<file path="config.mk">
export PLATFORM = sky130hd
export DESIGN_NAME = addsub_arbiter
export DESIGN_NICKNAME = d
export VERILOG_FILES = /design/src/rtl/addsub_arb_pkg.sv /design/src/rtl/addsub_unit.sv /design/src/rtl/addsub_arbiter.sv
export SDC_FILE = /design/constraint.sdc
export NUM_CORES = 1
export LEC_CHECK = 0
export CAP_MARGIN = 10
export CORE_ASPECT_RATIO = 0.9
export CORE_MARGIN = 4
export CORE_UTILIZATION = 28
export DETAILED_ROUTE_END_ITERATION = 10
export GPL_TIMING_DRIVEN = 0
export PLACE_DENSITY = 0.52
export SETUP_SLACK_MARGIN = 0.1
export SKIP_LAST_GASP = 1
export SLEW_MARGIN = 20
export SYNTH_ARGS = -nofsm -noshare
export SYNTH_HDL_FRONTEND = slang
export SYNTH_SLANG_ARGS = --single-unit
</file>
<file path="constraint.sdc">
create_clock -name clk -period 3.52 [get_ports clk]
set_clock_uncertainty 0.2 [all_clocks]
set_input_delay 0.528 -clock clk [delete_from_list [all_inputs] [get_ports clk]]
set_output_delay 0.528 -clock clk [all_outputs]
set_load 0.005 [all_outputs]
</file>
<file path="src/rtl/addsub_arb_pkg.sv">
// addsub_arb_pkg: shared width default, FSM encodings and op codes for the
// two-requester add/sub arbiter.
package addsub_arb_pkg;

  localparam int unsigned WIDTH_DEF = 32;

  typedef enum logic [1:0] {
    ST_IDLE = 2'b00,
    ST_EXEC = 2'b01,
    ST_RESP = 2'b10,
    ST_ILL  = 2'b11
  } state_e;

  localparam logic OP_ADD = 1'b0;
  localparam logic OP_SUB = 1'b1;

endpackage

</file>
<file path="src/rtl/addsub_unit.sv">
// addsub_unit: combinational WIDTH-bit adder/subtractor. Subtract is done as
// A + ~B + 1, so carry_o = 1 means "no borrow".
module addsub_unit
  import addsub_arb_pkg::*;
#(
  parameter int unsigned WIDTH = WIDTH_DEF
) (
  input  logic [WIDTH-1:0] a_i,
  input  logic [WIDTH-1:0] b_i,
  input  logic             sub_i,
  output logic [WIDTH-1:0] sum_o,
  output logic             carry_o
);

  logic [WIDTH-1:0] b_x;
  logic             cin;

  // Invert B and inject a carry-in for subtraction.
  always_comb begin
    b_x = (sub_i == OP_ADD) ? b_i : ~b_i;
    cin = (sub_i == OP_SUB);
    {carry_o, sum_o} = {1'b0, a_i} + {1'b0, b_x} + {{WIDTH{1'b0}}, cin};
  end

endmodule

</file>
<file path="src/rtl/addsub_arbiter.sv">
// addsub_arbiter: two requesters share one add/sub unit. IDLE grants one
// requester and latches its operands, EXEC computes into the result
// registers, RESP pulses rsp_valid. Grant to response is two cycles.
// Build option ARB_RR_EN: round-robin arbitration between the requesters;
// when undefined requester 0 always wins a simultaneous request.
module addsub_arbiter
  import addsub_arb_pkg::*;
#(
  parameter int unsigned WIDTH = WIDTH_DEF
) (
  input  logic             clk,
  input  logic             rst,
  input  logic             req0,
  input  logic             req1,
  input  logic [WIDTH-1:0] a0,
  input  logic [WIDTH-1:0] b0,
  input  logic [WIDTH-1:0] a1,
  input  logic [WIDTH-1:0] b1,
  input  logic             sub0,
  input  logic             sub1,
  output logic             gnt0,
  output logic             gnt1,
  output logic             busy,
  output logic             rsp_valid,
  output logic             rsp_id,
  output logic [WIDTH-1:0] result,
  output logic             carry
);

  state_e           state_q, state_d;
  logic [WIDTH-1:0] op_a_q, op_b_q;
  logic             op_sub_q, op_id_q;
  logic [WIDTH-1:0] result_q;
  logic             carry_q, rsp_id_q;
  logic [WIDTH-1:0] sum;
  logic             cout;
  logic             pick1;

`ifdef ARB_RR_EN
  // prio_q = 1 means requester 1 wins the next simultaneous request.
  logic prio_q;

  // Pick requester 1 if it alone asks, or both ask and it holds priority.
  always_comb pick1 = req1 & (~req0 | prio_q);

  // After each grant hand priority to the requester that lost out.
  always_ff @(posedge clk) begin
    if (rst)              prio_q <= 1'b0;
    else if (gnt0 | gnt1) prio_q <= gnt0;
  end
`else
  // Fixed priority: requester 1 only wins when requester 0 is idle.
  always_comb pick1 = req1 & ~req0;
`endif

  // State register; reset aborts any operation in flight.
  always_ff @(posedge clk) begin
    if (rst) state_q <= ST_IDLE;
    else     state_q <= state_d;
  end

  // Next-state: IDLE -> EXEC on grant, EXEC -> RESP -> IDLE, illegal -> IDLE.
  always_comb begin
    state_d = ST_IDLE;
    case (state_q)
      ST_IDLE: state_d = (gnt0 | gnt1) ? ST_EXEC : ST_IDLE;
      ST_EXEC: state_d = ST_RESP;
      ST_RESP: state_d = ST_IDLE;
      default: state_d = ST_IDLE;
    endcase
  end

  // Outputs: grants only in IDLE and never under reset.
  always_comb begin
    gnt0      = (state_q == ST_IDLE) & ~rst & req0 & ~pick1;
    gnt1      = (state_q == ST_IDLE) & ~rst & pick1;
    busy      = (state_q != ST_IDLE);
    rsp_valid = (state_q == ST_RESP);
    rsp_id    = rsp_id_q;
    result    = result_q;
    carry     = carry_q;
  end

  addsub_unit #(.WIDTH(WIDTH)) u_addsub (
    .a_i     (op_a_q),
    .b_i     (op_b_q),
    .sub_i   (op_sub_q),
    .sum_o   (sum),
    .carry_o (cout)
  );

  // Latch operands on grant; capture the result at the end of EXEC and
  // hold it until the next response.
  always_ff @(posedge clk) begin
    if (rst) begin
      op_a_q   <= '0;
      op_b_q   <= '0;
      op_sub_q <= 1'b0;
      op_id_q  <= 1'b0;
      result_q <= '0;
      carry_q  <= 1'b0;
      rsp_id_q <= 1'b0;
    end else begin
      if (gnt0) begin
        op_a_q   <= a0;
        op_b_q   <= b0;
        op_sub_q <= sub0;
        op_id_q  <= 1'b0;
      end else if (gnt1) begin
        op_a_q   <= a1;
        op_b_q   <= b1;
        op_sub_q <= sub1;
        op_id_q  <= 1'b1;
      end
      if (state_q == ST_EXEC) begin
        result_q <= sum;
        carry_q  <= cout;
        rsp_id_q <= op_id_q;
      end
    end
  end

endmodule

</file>
==> qor.csv <==
metric,value,unit
max cap viols,0,
syn avg cell area,7.66,sq um
Non-Filler Instances,1299,
Routed WL per cell,17.9,um
Area Overhead vs Synth,38.6,%
post-route ant nets,0,
dpl hpwl,19.4,mm
number of I/O port buffers,170,
Final setup viols,0,
Pwr per Cell Area,429,nW/um^2
Layout Utilization,39.9,%
Initial DRT Pass Iterations,5,
startpoint types,register,
Fmax achieved,0.305,GHz
drt initial violations,553,
total grt overflow,0,
Final Cycle Share,93.2,%
register area share after synthesis,32.5,%
H-tree depth,3,
die area,24900,sq um
Post-synth EDFFs,0,
most common flop cell mapped by yosys,dfxtp_1,
crit-path max FO,10,
placed instance count,1281,
Starting Density,28.8,%
Post-synth top cells,"nand2_1, dfxtp_1, nor2_1",
top-area cell type share of the netlist area,32.5,%
actual slew at the worst max-slew pin,0.695,ns
status,"finished, final reports clean",
synth top area cells,"dfxtp_1, nand2_1, a311oi_1, ha_1, nor2_1",
# diodes,0,
"Hold Vio Cnt, Final",0,
Die Wd,166,um
net count reported at finish,1172,
VDD IR max,0.204,mV
RSZ-0062 raised after global routing,yes,
Root Buffer,clkbuf_16,
layout cells sized above 1,5.56,%
vias in the first global route,6328,
worst rel slew slack,53.7,%
Rows,51,
Worst EP arrival,3.33,ns
Max Transition Viols Final,0,
Crit. End Element,register,
CTS Sinks,102,
"area leader, netlist",dfxtp_1,
CTS Buf Count,9,
Cell variety after synth,70,
DR vias,6479,
Worst EP required,3.57,ns
Synth Cell Area,6280,sq um
Post-CTS Hold Fix Bufs,0,
post-synth net total,989,
Synth Instances,820,
drt total wl,23.2,mm
clock latency on the worst-skew pair,0.36,ns
Seq cells post-synth,102,
Syn. warnings,0,
min cycle time layout,3.28,ns
initial antenna violation count,0,
core area,21800,sq um
routability congestion estimate,0.896,
reported leakage power,0.00336,uW
largest net degree at the start of global routing,19,
CTS tree,done,
setup tns final,0,ns
io pins,172,
vias per cell,4.99,
critical path class,register to register,
asr flop ratio synth,0,%
clock tree buffer depth,2,
clock slew at reported path FFs,0.07,ns
HP Class,register to register,
most common cell in the synthesized netlist,nand2_1,
overall routing resource usage,18.5,%
first-pass GRT wire length,36.0,mm
# DRC,0,
Die Span Y,150,um
==> worst max-delay path, stage by stage, from the launching register on <==
cell       delay (ns)
dfxtp_1          0.30
buf_2            0.15
clkbuf_4         0.21
xor2_1           0.19
ha_1             0.36
a21o_1           0.22
a21o_1           0.22
o21a_2           0.27
a2111oi_4        0.44
o31a_4           0.25
o31ai_2          0.07
mux2_4           0.29
==> sequential cells by signal, summed over array words and instances, names as in the netlist <==
name,cells
op_a_q,32
op_b_q,32
result,32
state_q,2
carry,1
op_id_q,1
op_sub_q,1
rsp_id,1
==> placed cells by master, fill, tap and decap left out, types with 10 or more instances in the layout <==
cell,count
nand2_1,191
clkdlybuf4s50_1,170
dfxtp_1,102
nor2_1,91
a311oi_1,64
a21oi_1,52
clkbuf_1,38
xor2_1,38
ha_1,34
o21ai_0,22
nand3_1,19
inv_1,12
xnor2_1,12
a21o_1,10
nor3_1,10
==> stage by stage <==
| step | cell area [sq um] | hold WS, ns | total power [uW] | setup WS (ns) |
|---|---|---|---|---|
| finish | 8700 | 0.251 | 3730 | 0.240 |
| CTS | 8650 | 0.256 | 3740 | 0.0883 |
| global route | 8700 | 0.275 | 3950 | 0.0822 |
| floorplan | 6280 | 0.232 | 2120 | 0.299 |
| detailed placement | 8350 | 0.246 | 2690 | -0.169 |
| global placement | 8350 | 0.241 | 2680 | -0.108 |
==> area by class of cell <==
| type | count | area [sq um] |
|---|---|---|
| Inverter | 12 | 45.0 |
| Sequential cell | 102 | 2040 |
| Buffer | 54 | 231 |
| Clock inverter | 7 | 80.1 |
| Multi-Input combinational cell | 652 | 4000 |
| Clock buffer | 9 | 225 |
| Tap cell | 291 | 364 |
| Timing Repair Buffer | 172 | 1720 |
| Fill cell | 2337 | 13100 |
==> routing by layer <==
| metal | vias to the layer above | global-route usage [%] | wire length, um |
|---|---|---|---|
| li1 | 3287 | - | - |
| met1 | 2970 | 27.1 | 11900 |
| met2 | 208 | 27.3 | 9550 |
| met3 | 14 | 4.60 | 1550 |
| met4 | 0 | 4.21 | 249 |
| met5 | - | 0 | 0 |
==> final timing paths <==
check | start | depth (start not counted) | slack (ns) | end
max | op_sub_q | 11 | 0.24 | result[28]
min | result[18] | 2 | 0.25 | result[18]
max reg2reg | op_sub_q | 11 | 0.24 | result[28]
min reg2reg | result[18] | 2 | 0.25 | result[18]
==> where the power goes <==
part | internal (uW) | switching (uW)
Sequential | 1280 | 89.6
Combinational | 575 | 737
Clock | 562 | 486
==> cells by family (layout without fill, tap and decap cells) <==
| family | count (synthesis) | in the layout | share of synthesized area [%] |
|---|---|---|---|
| adder cells (fa/ha/maj) | 35 | 35 | 7.09 |
| flip-flops | 102 | 102 | 32.5 |
| AO/OA/AOI/OAI | 206 | 206 | 24.5 |
| AND/OR/NAND/NOR | 356 | 356 | 23.8 |
| buffers and inverters | 66 | 254 | 4.18 |
| XOR/XNOR | 50 | 50 | 6.97 |
| multiplexers | 5 | 5 | 0.897 |
==> repair_timing <==
action	CTS	global route
gates resized for setup	3	13
pin swaps	0	1
endpoints found under the setup margin	14	11
setup buffers	0	2
Note: power is estimated with default switching activity, not from simulation.
